--- src/rtl/oled_spi_rx.sv ---
// Receive side of the PmodOLED SPI link: rebuilds SSD1331 command bytes and
// RGB565 pixel writes (with framebuffer address) from the cs/sdin/sclk/d_cn/resn pins.
module oled_spi_rx #(
  parameter int WIDTH  = 96,
  parameter int HEIGHT = 64
) (
  input  logic        clk,
  input  logic        reset,
  input  logic        cs,
  input  logic        sdin,
  input  logic        sclk,
  input  logic        d_cn,
  input  logic        resn,
  output logic        cmd_valid,
  output logic [7:0]  cmd_byte,
  output logic        pix_we,
  output logic [12:0] pix_addr,
  output logic [15:0] pix_data,
  output logic        frame_done,
  output logic        proto_err
);

  localparam logic [2:0] S_IDLE  = 3'd0;
  localparam logic [2:0] S_COL_A = 3'd1;
  localparam logic [2:0] S_COL_B = 3'd2;
  localparam logic [2:0] S_ROW_A = 3'd3;
  localparam logic [2:0] S_ROW_B = 3'd4;

  localparam logic [7:0]  COL_MAX    = 8'(WIDTH - 1);
  localparam logic [7:0]  ROW_MAX    = 8'(HEIGHT - 1);
  localparam logic [12:0] ROW_STRIDE = 13'(WIDTH);
  localparam logic [4:0]  PINS_IDLE  = 5'b10001;

  // ---------------------------------------------------------------------------
  // Pin synchronizers, bit order {resn, d_cn, sclk, sdin, cs}
  // ---------------------------------------------------------------------------
  logic [4:0] sync_a;
  logic [4:0] sync_b;
  logic       cs_s, sdin_s, sclk_s, dcn_s, resn_s;
  logic       sclk_d, cs_d;

  always_ff @(posedge clk) begin
    if (reset) begin
      sync_a <= PINS_IDLE;
      sync_b <= PINS_IDLE;
      sclk_d <= 1'b0;
      cs_d   <= 1'b1;
    end else begin
      sync_a <= {resn, d_cn, sclk, sdin, cs};
      sync_b <= sync_a;
      sclk_d <= sclk_s;
      cs_d   <= cs_s;
    end
  end

  assign cs_s   = sync_b[0];
  assign sdin_s = sync_b[1];
  assign sclk_s = sync_b[2];
  assign dcn_s  = sync_b[3];
  assign resn_s = sync_b[4];

  // ---------------------------------------------------------------------------
  // Byte assembler
  // ---------------------------------------------------------------------------
  logic       sclk_rise;
  logic       take_bit;
  logic [2:0] bit_cnt;
  logic [6:0] shift;
  logic       byte_valid;
  logic [7:0] rx_byte;
  logic       rx_dc;

  // An 8th edge arriving together with cs rising still completes its byte.
  assign sclk_rise = sclk_s & ~sclk_d;
  assign take_bit  = sclk_rise & (~cs_s | ((bit_cnt == 3'd7) & ~cs_d));

  always_ff @(posedge clk) begin
    if (reset || !resn_s) begin
      bit_cnt    <= '0;
      shift      <= '0;
      byte_valid <= 1'b0;
      rx_byte    <= '0;
      rx_dc      <= 1'b0;
    end else begin
      byte_valid <= 1'b0;
      if (take_bit) begin
        shift <= {shift[5:0], sdin_s};
        if (bit_cnt == 3'd7) begin
          byte_valid <= 1'b1;
          rx_byte    <= {shift, sdin_s};
          rx_dc      <= dcn_s;
          bit_cnt    <= '0;
        end else begin
          bit_cnt <= bit_cnt + 3'd1;
        end
      end else if (cs_s) begin
        bit_cnt <= '0;
      end
    end
  end

  // ---------------------------------------------------------------------------
  // Command parser, window and cursor
  // ---------------------------------------------------------------------------
  logic [2:0]  state;
  logic [7:0]  arg_lo;
  logic [7:0]  col_start, col_end, row_start, row_end;
  logic [7:0]  cur_col, cur_row;
  logic        phase;
  logic [7:0]  hi_byte;
  logic [7:0]  arg_lim;
  logic [7:0]  arg_clamped;
  logic [7:0]  arg_end;
  logic [12:0] cur_addr;

  always_comb begin
    arg_lim     = ROW_MAX;
    if (state == S_COL_A || state == S_COL_B) arg_lim = COL_MAX;
    arg_clamped = (rx_byte > arg_lim) ? arg_lim : rx_byte;
    arg_end     = (arg_clamped < arg_lo) ? arg_lo : arg_clamped;
    cur_addr    = 13'(cur_row) * ROW_STRIDE + 13'(cur_col);
  end

  always_ff @(posedge clk) begin
    if (reset) begin
      state      <= S_IDLE;
      arg_lo     <= '0;
      col_start  <= '0;
      col_end    <= COL_MAX;
      row_start  <= '0;
      row_end    <= ROW_MAX;
      cur_col    <= '0;
      cur_row    <= '0;
      phase      <= 1'b0;
      hi_byte    <= '0;
      cmd_valid  <= 1'b0;
      cmd_byte   <= '0;
      pix_we     <= 1'b0;
      pix_addr   <= '0;
      pix_data   <= '0;
      frame_done <= 1'b0;
      proto_err  <= 1'b0;
    end else begin
      cmd_valid  <= 1'b0;
      pix_we     <= 1'b0;
      frame_done <= 1'b0;
      proto_err  <= 1'b0;
      if (!resn_s) begin
        state     <= S_IDLE;
        col_start <= '0;
        col_end   <= COL_MAX;
        row_start <= '0;
        row_end   <= ROW_MAX;
        cur_col   <= '0;
        cur_row   <= '0;
        phase     <= 1'b0;
      end else if (byte_valid && !rx_dc) begin
        cmd_valid <= 1'b1;
        cmd_byte  <= rx_byte;
        case (state)
          S_IDLE: begin
            if (rx_byte == 8'h15) state <= S_COL_A;
            else if (rx_byte == 8'h75) state <= S_ROW_A;
          end
          S_COL_A, S_ROW_A: begin
            arg_lo <= arg_clamped;
            state  <= (state == S_COL_A) ? S_COL_B : S_ROW_B;
          end
          S_COL_B: begin
            col_start <= arg_lo;
            col_end   <= arg_end;
            cur_col   <= arg_lo;
            cur_row   <= row_start;
            phase     <= 1'b0;
            state     <= S_IDLE;
          end
          S_ROW_B: begin
            row_start <= arg_lo;
            row_end   <= arg_end;
            cur_col   <= col_start;
            cur_row   <= arg_lo;
            phase     <= 1'b0;
            state     <= S_IDLE;
          end
          default: state <= S_IDLE;
        endcase
      end else if (byte_valid) begin
        // A data byte inside an argument sequence aborts it but is still pixel data.
        if (state != S_IDLE) begin
          proto_err <= 1'b1;
          state     <= S_IDLE;
        end
        if (!phase) begin
          hi_byte <= rx_byte;
          phase   <= 1'b1;
        end else begin
          pix_we   <= 1'b1;
          pix_data <= {hi_byte, rx_byte};
          pix_addr <= cur_addr;
          phase    <= 1'b0;
          if (cur_col == col_end) begin
            cur_col <= col_start;
            if (cur_row == row_end) begin
              cur_row    <= row_start;
              frame_done <= 1'b1;
            end else begin
              cur_row <= cur_row + 8'd1;
            end
          end else begin
            cur_col <= cur_col + 8'd1;
          end
        end
      end
    end
  end

endmodule

--- config.mk ---
export PLATFORM = sky130hd
export DESIGN_NAME = oled_spi_rx
export DESIGN_NICKNAME = d
export VERILOG_FILES = /design/src/rtl/oled_spi_rx.sv
export SDC_FILE = /design/constraint.sdc
export NUM_CORES = 1
export LEC_CHECK = 0
export BUFFER_PORTS_ARGS = -buffer_cell sky130_fd_sc_hd__buf_2
export CAP_MARGIN = 20
export CORE_MARGIN = 2
export CORE_UTILIZATION = 48
export CTS_CLUSTER_DIAMETER = 150
export DETAILED_ROUTE_END_ITERATION = 12
export HOLD_SLACK_MARGIN = 0.15
export PLACE_DENSITY = 0.68
export SLEW_MARGIN = 10
export SYNTH_ARGS = -nofsm -noshare
export SYNTH_HDL_FRONTEND = slang
export SYNTH_SLANG_ARGS = --single-unit
--- constraint.sdc ---
create_clock -name clk -period 3.3 [get_ports clk]
set_input_delay 0.165 -clock clk [delete_from_list [all_inputs] [get_ports clk]]
set_output_delay 0.165 -clock clk [all_outputs]
set_load 0.01 [all_outputs]
; ---- Word-level counts from Yosys, hierarchy flattened
; Cells that the tools add are included.
[word_totals]
inputBits = 7
ff_bits = 141
output_inout_bits = 41
[op_classes]
multipliers = 1
eq_ne = 12
bitwise_logic = 13
order_cmp = 2
addsub = 4
reduce_logical = 29
n_mux = 33
[ops]
columns = op, n
row1 = $mux W8, 11
row2 = $pmux W8 S2, 2
row3 = $mux W3, 9
row4 = $add A8 B1 Y8 const B, 2
row5 = $eq A8 B8 Y1, 2
row6 = $add A13 B8 Y13, 1
row7 = $reduce_and A4 Y1, 3
row8 = $reduce_and A2 Y1, 5
row9 = $reduce_bool A2 Y1, 5
row10 = $mux W1, 9
row11 = $not A1 Y1, 9
row12 = $reduce_and A3 Y1, 3
row13 = $eq A8 B5 Y1 const B, 1
row14 = $eq A8 B7 Y1 const B, 1
row15 = $gt A8 B8 Y1, 1
row16 = $lt A8 B8 Y1, 1
row17 = $mul A8 B2 Y8 const B, 1
row18 = $reduce_or A2 Y1, 4
row19 = $mux W7, 1
row20 = $eq A3 B2 Y1 const B, 2
row21 = $eq A3 B3 Y1 const B, 2
row22 = $pmux W3 S2, 1
row23 = $reduce_or A6 Y1, 1
row24 = $ne A4 B4 Y1 const B, 1
row25 = other kinds (12), 16

; ---- Logic depth before layout (Yosys ltp)
; Gate-level depths: netlist of the first run.
[logic_depth]
word_depth = 7
ltp_mapped = 18
ltp_nobuf = 16

; ---- Worst setup path before layout of the first run
; Ideal clock, no wire load.
[synth_timing]
path_kind = flip-flop to flip-flop
startpoint = reg state[0]
endpoint = reg col_end[2]
slack_ps = -304
path_buffers = 2
synth_period_minus_slack_ps = 3604
arrival_time_ps = 3477
path_stages_with_launch = 18
path_cell_list = dfxtp_1 > buf_4 > xnor2_1 > or2_4 > inv_1 > ha_1 > nand3_1 > o21a_1 > maj3_2 > or3_4 > ha_1 > a21oi_1 > nor2_1 > a211oi_1 > a21boi_2 > buf_4 > mux2i_1 > o21ai_1
[synth_via]
elab_chain_cells = 7
[synth_lines]
columns = item, line_no
row1 = start: declaration, 105  ; logic [2:0] state;
row2 = start signal: assignment, 167  ; state <= (state == S_COL_A) ? S_COL_B : S_ROW_B;
row3 = $eq A3 B1 Y1 / $eq A3 B2 Y1 (equally long branches), 118  ; if (state == S_COL_A || state == S_COL_B) arg_lim = COL_MAX;
row4 = $logic_or A1 B1 Y1 *, 118
row5 = $mux W7 *, 118
row6 = $gt A8 B8 Y1 *, 119  ; arg_clamped = (rx_byte > arg_lim) ? arg_lim : rx_byte;
row7 = $mux W8 *, 119
row8 = net arg_clamped[3], 112  ; logic [7:0] arg_clamped;
row9 = $lt A8 B8 Y1 *, 120  ; arg_end = (arg_clamped < arg_lo) ? arg_lo : arg_clamped;
row10 = $mux W8 *, 120
row11 = end signal: assignment, 171  ; col_end <= arg_end;
row12 = end: declaration, 107  ; logic [7:0] col_start, col_end, row_start, row_end;
; Mark *: on every way through the listed nets, which the timed path passes. The rest lies on a longest branch.
; A chain may end at the register's enable or synchronous reset.

; ---- Worst setup path after layout of the first run
[layout_timing]
startpoint = reg state[0]
endpoint = reg col_end[6]
; Same word-level chain as after synthesis.

==> results of run 1 <==
-- what timing repair did --
| action | in CTS | in global routing |
|---|---|---|
| endpoints found under the hold margin | 5 | 0 |
| cloned | 1 | 0 |
| setup endpoints to repair | 16 | 16 |
| pin swaps | 10 | 8 |
| hold buffers | 5 | 0 |
| buffers inserted | 3 | 2 |
| gates resized for setup | 11 | 12 |
-- Yosys cell counts, drive strengths merged, types with 3 or more instances --
cell / n / area (sq um)
mux2i: 14 / 140
nand2: 163 / 612
and2: 4 / 25.0
xor2: 26 / 228
inv: 17 / 63.8
nor2: 53 / 199
nand3: 26 / 135
clkbuf: 31 / 116
nor4: 6 / 37.5
nor3: 10 / 50.1
nand2b: 6 / 37.5
o31ai: 3 / 27.5
a211oi: 13 / 97.6
dfxtp: 141 / 2820
o21ai: 35 / 175
nand4: 3 / 18.8
or2: 7 / 46.3
o211ai: 7 / 52.6
a31oi: 4 / 25.0
a21oi: 95 / 483
and3: 4 / 25.0
nor2b: 13 / 81.3
xnor2: 12 / 105
or3: 7 / 63.8
buf: 15 / 75.1
ha: 20 / 250
o221ai: 11 / 96.3
-- worst register-to-register path: cells and delay by family, from the launching register on --
family / cells / cell delay (ns)
AOI/OAI and AO/OA: 3 / 0.70
DFF: 1 / 0.33
and+or+nand+nor: 6 / 1.10
xor gates and xnor gates: 1 / 0.17
adders and majority gates: 3 / 0.79
buffers and inverters: 2 / 0.23
-- routing by layer --
metal,vias up,global-route usage (%)
met3,37,5.36
met2,175,37.6
met4,0,12.4
met1,2692,29.2
li1,2799,-
met5,-,0
-- path summary, 6_finish.rpt --
check	start	endpoint	slack (ns)	cells after the start
worst min-delay path	reset	sync_a[1]$_SDFF_PP0_	0.20	2
worst max-delay path	state[0]$_SDFFE_PP0P_	col_end[6]$_SDFFE_PP1P_	-0.16	15
worst max register to register	state[0]$_SDFFE_PP0P_	col_end[6]$_SDFFE_PP1P_	-0.16	15
worst min register to register	sync_a[4]$_SDFF_PP1_	sync_b[4]$_SDFF_PP1_	0.41	1
-- metrics by stage --
step,instance area (sq um),utilization (%)
3_5_place_dp,6930,52.9
4_1_cts,7720,59.0
5_1_grt,7800,59.6
6_report,7800,59.6
3_3_place_gp,6930,52.9
2_1_floorplan,6440,-
-- power breakdown --
group          internal [mW]  switching (mW)
logic                 0.0241          0.0461
registers               1.71         0.00428
clock network           1.49           0.739
-- kinds of logic (layout without fill, tap and decap cells) --
family	after synthesis	after routing	synth area share [%]
mux	15	15	2.37
compound gates	187	187	17.6
fa+ha+maj	23	23	4.73
simple gates	309	309	21.8
xor+xnor	38	38	5.22
other cells	1	1	0.0588
buf+inv	63	135	4.00
flops	141	141	44.2
-- area by class of cell --
cell class	instances	area, sq um	area share [%]
clock buffer	17	425	5.45
clock inverter	13	263	3.37
inverter	17	66.3	0.850
multi-input combinational	573	3450	44.2
sequential	141	2830	36.2
tap	176	220	2.82
timing repair buffer	88	557	7.13
==> metrics, run 1 <==
status=finished, violations left; failing checks=negative setup slack; post-layout min period=3.46 ns; Synth cell types=59; Worst Setup Slack, final=-0.156 ns; largest net degree at the start of global routing=54; H-tree levels=4; CP cell instances=xnor2_2, or2_4, inv_4, ha_4, nand3_4, o21a_1, maj3_2, or3_4, ha_4, nor4b_4, nand4b_1, a21boi_4, buf_2, nor4_1, a221oi_1; Initial Util=48.8%; Die Height=119 um; diode count=0; highest-delay cell along the critical path=or3_4; Met1 Wirelength=7080 um; fill cell count=1142; crit-path max cell delay=0.36 ns; HPWL Detailed=11100 um; Tot GR Track Use=23.4%; Pleak=3.01 nW; CTS tree=done; Worst-Margin Slew=0.919 ns; synthesized cell area=6380 sq um; Final #Nets=867; ys flop type=dfxtp_1; root buffer cell=clkbuf_16; CTS clock-pin slew for the worst setup and hold paths=0.06 ns; initial antenna violation count=0; Avg Inst Size Synth=8.21 sq um; WL met3=937 um; Hold Vio Cnt, Final=0; first-pass GRT wire length=26400 um; Final Setup Violations=16; TritonCTS buffer count=17; row count=42; clock sinks=141; crit path launch type=register; share of cells above drive strength 1=18.0%; area delta synth->final=22.3%; Max rail drop VDD=0.375 mV; WP data required=3.62 ns; total power=4.02 mW; top routing layer in use=met4; total number of vias=5703; commonest non-fill, non-tap cells in the layout=nand2_1, dfxtp_1, a21oi_1; Worst Path Arrival=3.77 ns; highest clock rate=0.289 GHz; FFs w/ async S/R, synth=0%; met2 wire length=7650 um; vias in the first global route=5395; residual DRC count=0; Initial DRC Count=488; sequential area share after synthesis=44.2%; Final Cycle Share=105%; max reg flops=16; drt total wl=16100 um; Hold Crit Class=in2reg; Max Slew Vio Count=0; die area=14200 sq um; WHS=0.202 ns; total global routing overflow=0; DR pass1 iterations=7; I/O Buffers=47; Gate Count Post-Synth=777; largest registers in the final layout=pix_data (16), pix_addr (13); max_slew headroom=38.6%; commonest non-fill, non-tap cell in the layout=nand2_1; clock skew=0.00862 ns; wire per inst=15.7 um; Die X=119 um; Synth Register Bits=141; WP buf/inv=2; fin cells=1025; Crit path top cell by count=ha_4; Inst Count DP=984; Clock Latency Late Sink=0.43 ns; Worst setup EP type=register; syn nets=806; RSZ-0062 raised after global routing=yes; PD cells=515 nW/um^2; max_cap viols=0; Vias per Instance=5.56; GPL Wtd Cong=0.894; EDFF count, synth=0; pre-CTS setup slack=-0.176 ns; yosys warns=0; WS Path Type=reg2reg; Routed Antenna Nets=0; Top reg by flops=pix_data; delay-heaviest family, CP=simple AND/OR/NAND/NOR gates; core area=13100 sq um; setup_tns=-1.96 ns; Clock Tree Buf Depth=2; io pins=48; CP Max Fanout=5
Note: power is estimated with default switching activity, not from simulation.
==> run 2, diff against run 1 <==
PLACE_DENSITY = 0.66   (was 0.68)
clock period = 4.3 ns   (was 3.3 ns; I/O delays follow)
==> run 2 against run 1 <==
The run now ends clean. Worst hold slack improved by 0.21 ns. Cell count decreased by 2.4%. Register-to-register slack improved by 0.49 ns. Design area decreased by 5.7%. Setup slack improved by 0.49 ns. Critical path depth unchanged. Fmax decreased by 13%. Wire length decreased by 5.4%. Critical path type unchanged. Critical endpoint is now row_end[4]$_SDFFE_PP1P_. Highest routed layer unchanged.
==> metrics, run 2 (synthesis gave the netlist of run 1 again) <==
crit path launch type=register; first-pass GRT wire length=25600 um; Hold Crit Class=reg2reg; PD cells=377 nW/um^2; initial antenna violation count=0; Top reg by flops=pix_data; Max rail drop VDD=0.256 mV; RSZ-0062 raised after global routing=no; highest clock rate=0.252 GHz; Final #Nets=840; WP data required=4.60 ns; post-layout min period=3.97 ns; clock sinks=141; Pleak=2.81 nW; clock skew=0.00649 ns; GPL Wtd Cong=0.878; Die Height=119 um; share of cells above drive strength 1=13.5%; Routed Antenna Nets=0; core area=13100 sq um; crit-path max cell delay=0.50 ns; Worst-Margin Slew=1.03 ns; Setup Buffers After CTS=0; Initial Util=48.8%; commonest non-fill, non-tap cells in the layout=nand2_1, dfxtp_1, a21oi_1; WP buf/inv=1; H-tree levels=4; total number of vias=5488; diode count=0; Max Slew Vio Count=0; Tot GR Track Use=22.5%; die area=14200 sq um; area delta synth->final=15.4%; Initial DRC Count=379; wire per inst=15.3 um; Storage cell area=2820 sq um; Worst Setup Slack, final=0.335 ns; Final Util=56.3%; CTS clock-pin slew for the worst setup and hold paths=0.06 ns; root buffer cell=clkbuf_16; status=completed; residual DRC count=0; commonest non-fill, non-tap cell in the layout=nand2_1; HPWL Detailed=10600 um; multi-input combinational cell area=3310 sq um; Die X=119 um; Clock Tree Buf Depth=2; TritonCTS buffer count=17; Crit path top cell by count=ha_1; fill cell count=1194; CP Max Fanout=10; pre-CTS setup slack=0.242 ns; largest registers in the final layout=pix_data (16), pix_addr (13); Clock Latency Late Sink=0.43 ns; total global routing overflow=0; drt total wl=15300 um; Worst Path Arrival=4.27 ns; Vias per Instance=5.49; io pins=48; vias in the first global route=5155; largest net degree at the start of global routing=69; I/O Buffers=47; setup_tns=0 ns; CP cell instances=xnor2_1, or2_4, inv_1, ha_1, nand3_1, o21a_1, maj3_2, or3_4, ha_1, a21oi_1, nor2_1, a211oi_1, a21boi_4, mux2i_1, o21ai_1; Final Cycle Share=92.2%; WS Path Type=reg2reg; max_cap viols=0; Hold Vio Cnt, Final=0; max_slew headroom=31.4%; CTS tree=done; row count=42; highest-delay cell along the critical path=dfxtp_1; Worst setup EP type=register; delay-heaviest family, CP=compound AO/OA/AOI/OAI gates; DR pass1 iterations=5; Final Setup Violations=0; max reg flops=16
## run 2: area by class of cell
type / count / area share, %
Timing Repair Buffer: 61 / 4.90
Sequential cell: 141 / 38.3
Clock inverter: 12 / 1.53
Inverter: 17 / 0.867
Multi-Input combinational cell: 573 / 45.0
Clock buffer: 20 / 6.34
Tap cell: 176 / 2.99
## run 2: stage by stage
stage	instances	total power, mW	hold WS (ns)	cell area [sq um]
final	1000	2.78	0.414	7360
after global routing	1000	2.86	0.430	7360
after CTS	1000	2.80	0.417	7350
after detailed placement	963	1.39	0.399	6720
after global placement	962	1.39	0.394	6710
after floorplan	777	1.37	0.319	6380
## run 2: worst reg2reg max path, stage by stage, from the launching register on
cell and delay [ns]:
dfxtp_1 0.50, xnor2_1 0.21, or2_4 0.18, inv_1 0.05, ha_1 0.27, nand3_1 0.11, o21a_1 0.21, maj3_2 0.35
or3_4 0.35, ha_1 0.29, a21oi_1 0.15, nor2_1 0.06, a211oi_1 0.28, a21boi_4 0.43, mux2i_1 0.30, o21ai_1 0.10
## run 2: worst paths after layout
check	start	endpoint	slack, ns	cells past startpoint
min	sync_a[0]$_SDFF_PP1_	sync_b[0]$_SDFF_PP1_	0.41	1
max	state[1]$_SDFFE_PP0P_	row_end[4]$_SDFFE_PP1P_	0.33	15
max reg2reg	state[1]$_SDFFE_PP0P_	row_end[4]$_SDFFE_PP1P_	0.33	15
min reg2reg	sync_a[0]$_SDFF_PP1_	sync_b[0]$_SDFF_PP1_	0.41	1
## run 2: where the power goes
| group | total [mW] | internal (mW) | switching, mW | leakage (nW) |
|---|---|---|---|---|
| Clock | 1.41 | 0.843 | 0.570 | 0.271 |
| Sequential | 1.31 | 1.31 | 0.00349 | 1.14 |
| Combinational | 0.0476 | 0.0154 | 0.0321 | 1.40 |
| Total | 2.78 | 2.17 | 0.606 | 2.81 |
## run 2: metal layers
layer	vias up	wire length, um	part of all wire, %	global-route usage [%]
met2	127	7170	47	36.1
met1	2586	7160	47	29.6
met3	20	684	4.5	4.84
met4	0	260	1.7	8.97
met5	-	0	0	0
li1	2755	-	-	-
## run 2: timing repair
action,4_1_cts,5_1_grt
hold buffers,5,0
resized for setup,0,1
hold endpoints to repair,5,0
endpoints found under the setup margin,0,15
==> run 3, diff against run 2 <==
PLACE_DENSITY = default   (was 0.66)
PLACE_DENSITY_LB_ADDON = 0.1   (was default)
clock period = 4.5 ns   (was 4.3 ns; I/O delays follow)
==> run 3 against run 2 <==
First-iteration DRC count up 2.6%. Global-route usage up 0.46 points. Wire length up 2.8%. Via count down 0.29%. Sequential power down 4%. Sequential share of layout area down 0.40 points. Die area unchanged. Cell count down 0.10%. Non-clock buffer count down 1. Fmax down 4.1%. Clock-buffer cell count unchanged. Clock power up 12%. Largest power group unchanged.
==> metrics, run 3 (synthesis gave the netlist of run 1 again) <==
status=completed; Worst Setup Slack, final=0.366 ns; Clock Tree Buf Depth=2; clock skew=0.00798 ns; cell area after placement=6720 sq um; multi-input combinational cell area=3310 sq um; Storage cell area=2820 sq um; Worst-Margin Slew=1.03 ns; first-pass GRT wire length=25900 um; max_cap viols=0; WHS=0.411 ns; highest clock rate=0.242 GHz; pre-CTS setup slack=0.431 ns; share of cells above drive strength 1=13.2%; Hold Crit Class=reg2reg; row count=42; PD cells=388 nW/um^2; drt total wl=15700 um; core area=13100 sq um; clock sinks=141; NetSw=0.553 mW; reg-to-reg slack, setup=0.37 ns; GPL Wtd Cong=0.864; TritonCTS buffer count=17; crit path launch type=register; reg2reg start=state[0]$_SDFFE_PP0P_; Pleak=2.85 nW; FF-to-FF path depth=17; Worst Path Arrival=4.40 ns; total global routing overflow=0; Die Height=119 um; post-layout min period=4.13 ns; Max rail drop VDD=0.262 mV; hold_sp=sync_a[0]$_SDFF_PP1_; WS Path Type=reg2reg; DR pass1 iterations=5; I/O Buffers=47; residual DRC count=0; Die X=119 um; post-cts resize count=0; Setup Buffers After CTS=0; Routed Antenna Nets=0; commonest non-fill, non-tap cells in the layout=nand2_1, dfxtp_1, a21oi_1; setup_tns=0 ns; Hold EP=sync_b[0]$_SDFF_PP1_; Final #Nets=839; fin cells=999; WP data required=4.77 ns; area delta synth->final=16.6%; RSZ-0062 raised after global routing=no; CTS tree=done; CTS clock-pin slew for the worst setup and hold paths=0.06 ns; Inst Count DP=962; switching part of the total=19.2%; Max Slew Vio Count=0; total number of vias=5472; Worst setup EP type=register; initial antenna violation count=0; vias in the first global route=5134; Seq pwr share=43.6%; commonest non-fill, non-tap cell in the layout=nand2_1; die area=14200 sq um; Final Setup Violations=0; Top reg by flops=pix_data; max reg flops=16; io pins=48; largest registers in the final layout=pix_data (16), pix_addr (13); largest net degree at the start of global routing=69; max_slew headroom=31.3%; Initial Util=48.8%; Tot GR Track Use=23.0%; wire per inst=15.7 um; Comb pwr share=1.6%; root buffer cell=clkbuf_16; H-tree levels=4; final instance area=7440 sq um; Final Util=56.8%; Clock Latency Late Sink=0.42 ns; Initial DRC Count=389; total power=2.88 mW; diode count=0; Hold Vio Cnt, Final=0; Hold Crit Depth=1; Vias per Instance=5.48; RR Endpoint=col_end[4]$_SDFFE_PP1P_; HPWL Detailed=10900 um; CP Max Fanout=9; Final Cycle Share=91.9%; cell-internal power=2.33 mW; fill cell count=1224; Clk pwr share=54.9%
==> run 3: cell count changes in the layout (fill, tap and decap cells not counted) <==
| cell | delta |
|---|---|
| buf_4 | -1 |
| clkinvlp_4 | -3 |
| a21boi_2 | +1 |
| inv_6 | -2 |
| clkinv_4 | -2 |
| clkbuf_1 | +1 |
| a21boi_4 | -1 |
| clkinv_2 | +2 |
| clkbuf_8 | -1 |
| bufinv_16 | +5 |
==> run 3: layer usage <==
| layer | GRT usage, % | vias to the layer above | share of wire (%) |
|---|---|---|---|
| met3 | 4.79 | 18 | 5.1 |
| li1 | - | 2749 | - |
| met1 | 31.0 | 2561 | 47 |
| met2 | 36.6 | 144 | 46 |
| met4 | 7.87 | 0 | 1.1 |
| met5 | 0 | - | 0 |
==> run 3: timing repair <==
action                                 CTS  global route
setup endpoints to repair                0             0
endpoints found under the hold margin    5             0
hold buffers                             5             0
==> run 3: worst max-delay path by stage <==
stage / start / endpoint / slack (ns) / cells after the start
after global routing: state[0]$_SDFFE_PP0P_ / col_end[4]$_SDFFE_PP1P_ / 0.008 / 16
after floorplan: state[0]$_SDFFE_PP0P_ / col_end[2]$_SDFFE_PP1P_ / 0.90 / 17
after global placement: state[0]$_SDFFE_PP0P_ / col_end[4]$_SDFFE_PP1P_ / 0.54 / 16
final: state[0]$_SDFFE_PP0P_ / col_end[4]$_SDFFE_PP1P_ / 0.37 / 17
after CTS: state[1]$_SDFFE_PP0P_ / col_end[4]$_SDFFE_PP1P_ / 0.41 / 16
after detailed placement: state[0]$_SDFFE_PP0P_ / col_end[0]$_SDFFE_PP1P_ / 0.43 / 16
==> run 3: worst max-delay path, stage by stage (launching register included) <==
cell and delay [ns]:
dfxtp_1 0.50, xnor2_1 0.23, or2_4 0.20, inv_1 0.05, ha_1 0.27, nand3_1 0.12
o21a_1 0.23, o31a_1 0.23, o21ai_0 0.33, inv_1 0.13, ha_1 0.32, nand4_1 0.13
nor2_1 0.06, a211oi_1 0.26, a21boi_2 0.38, buf_4 0.23, mux2i_1 0.24, o21ai_1 0.08
==> run 3: layout make-up <==
type                       count  share of cell area (%)
clock buffer                  20                    6.14
timing repair buffer          60                    4.74
inverter                      17                   0.858
multi-input combinational    573                    44.5
clock inverter                12                    2.89
tap                          176                    2.96
sequential                   141                    37.9
==> run 3: power by group through the flow <==
| stage | combinational (mW) | clock, mW | sequential, mW |
|---|---|---|---|
| floorplan | 0.0314 | 0 | 1.28 |
| finish | 0.0448 | 1.58 | 1.26 |
| global route | 0.0498 | 1.66 | 1.26 |
| detailed placement | 0.0415 | 0 | 1.28 |
| CTS | 0.0448 | 1.61 | 1.26 |
| global placement | 0.0410 | 0 | 1.28 |
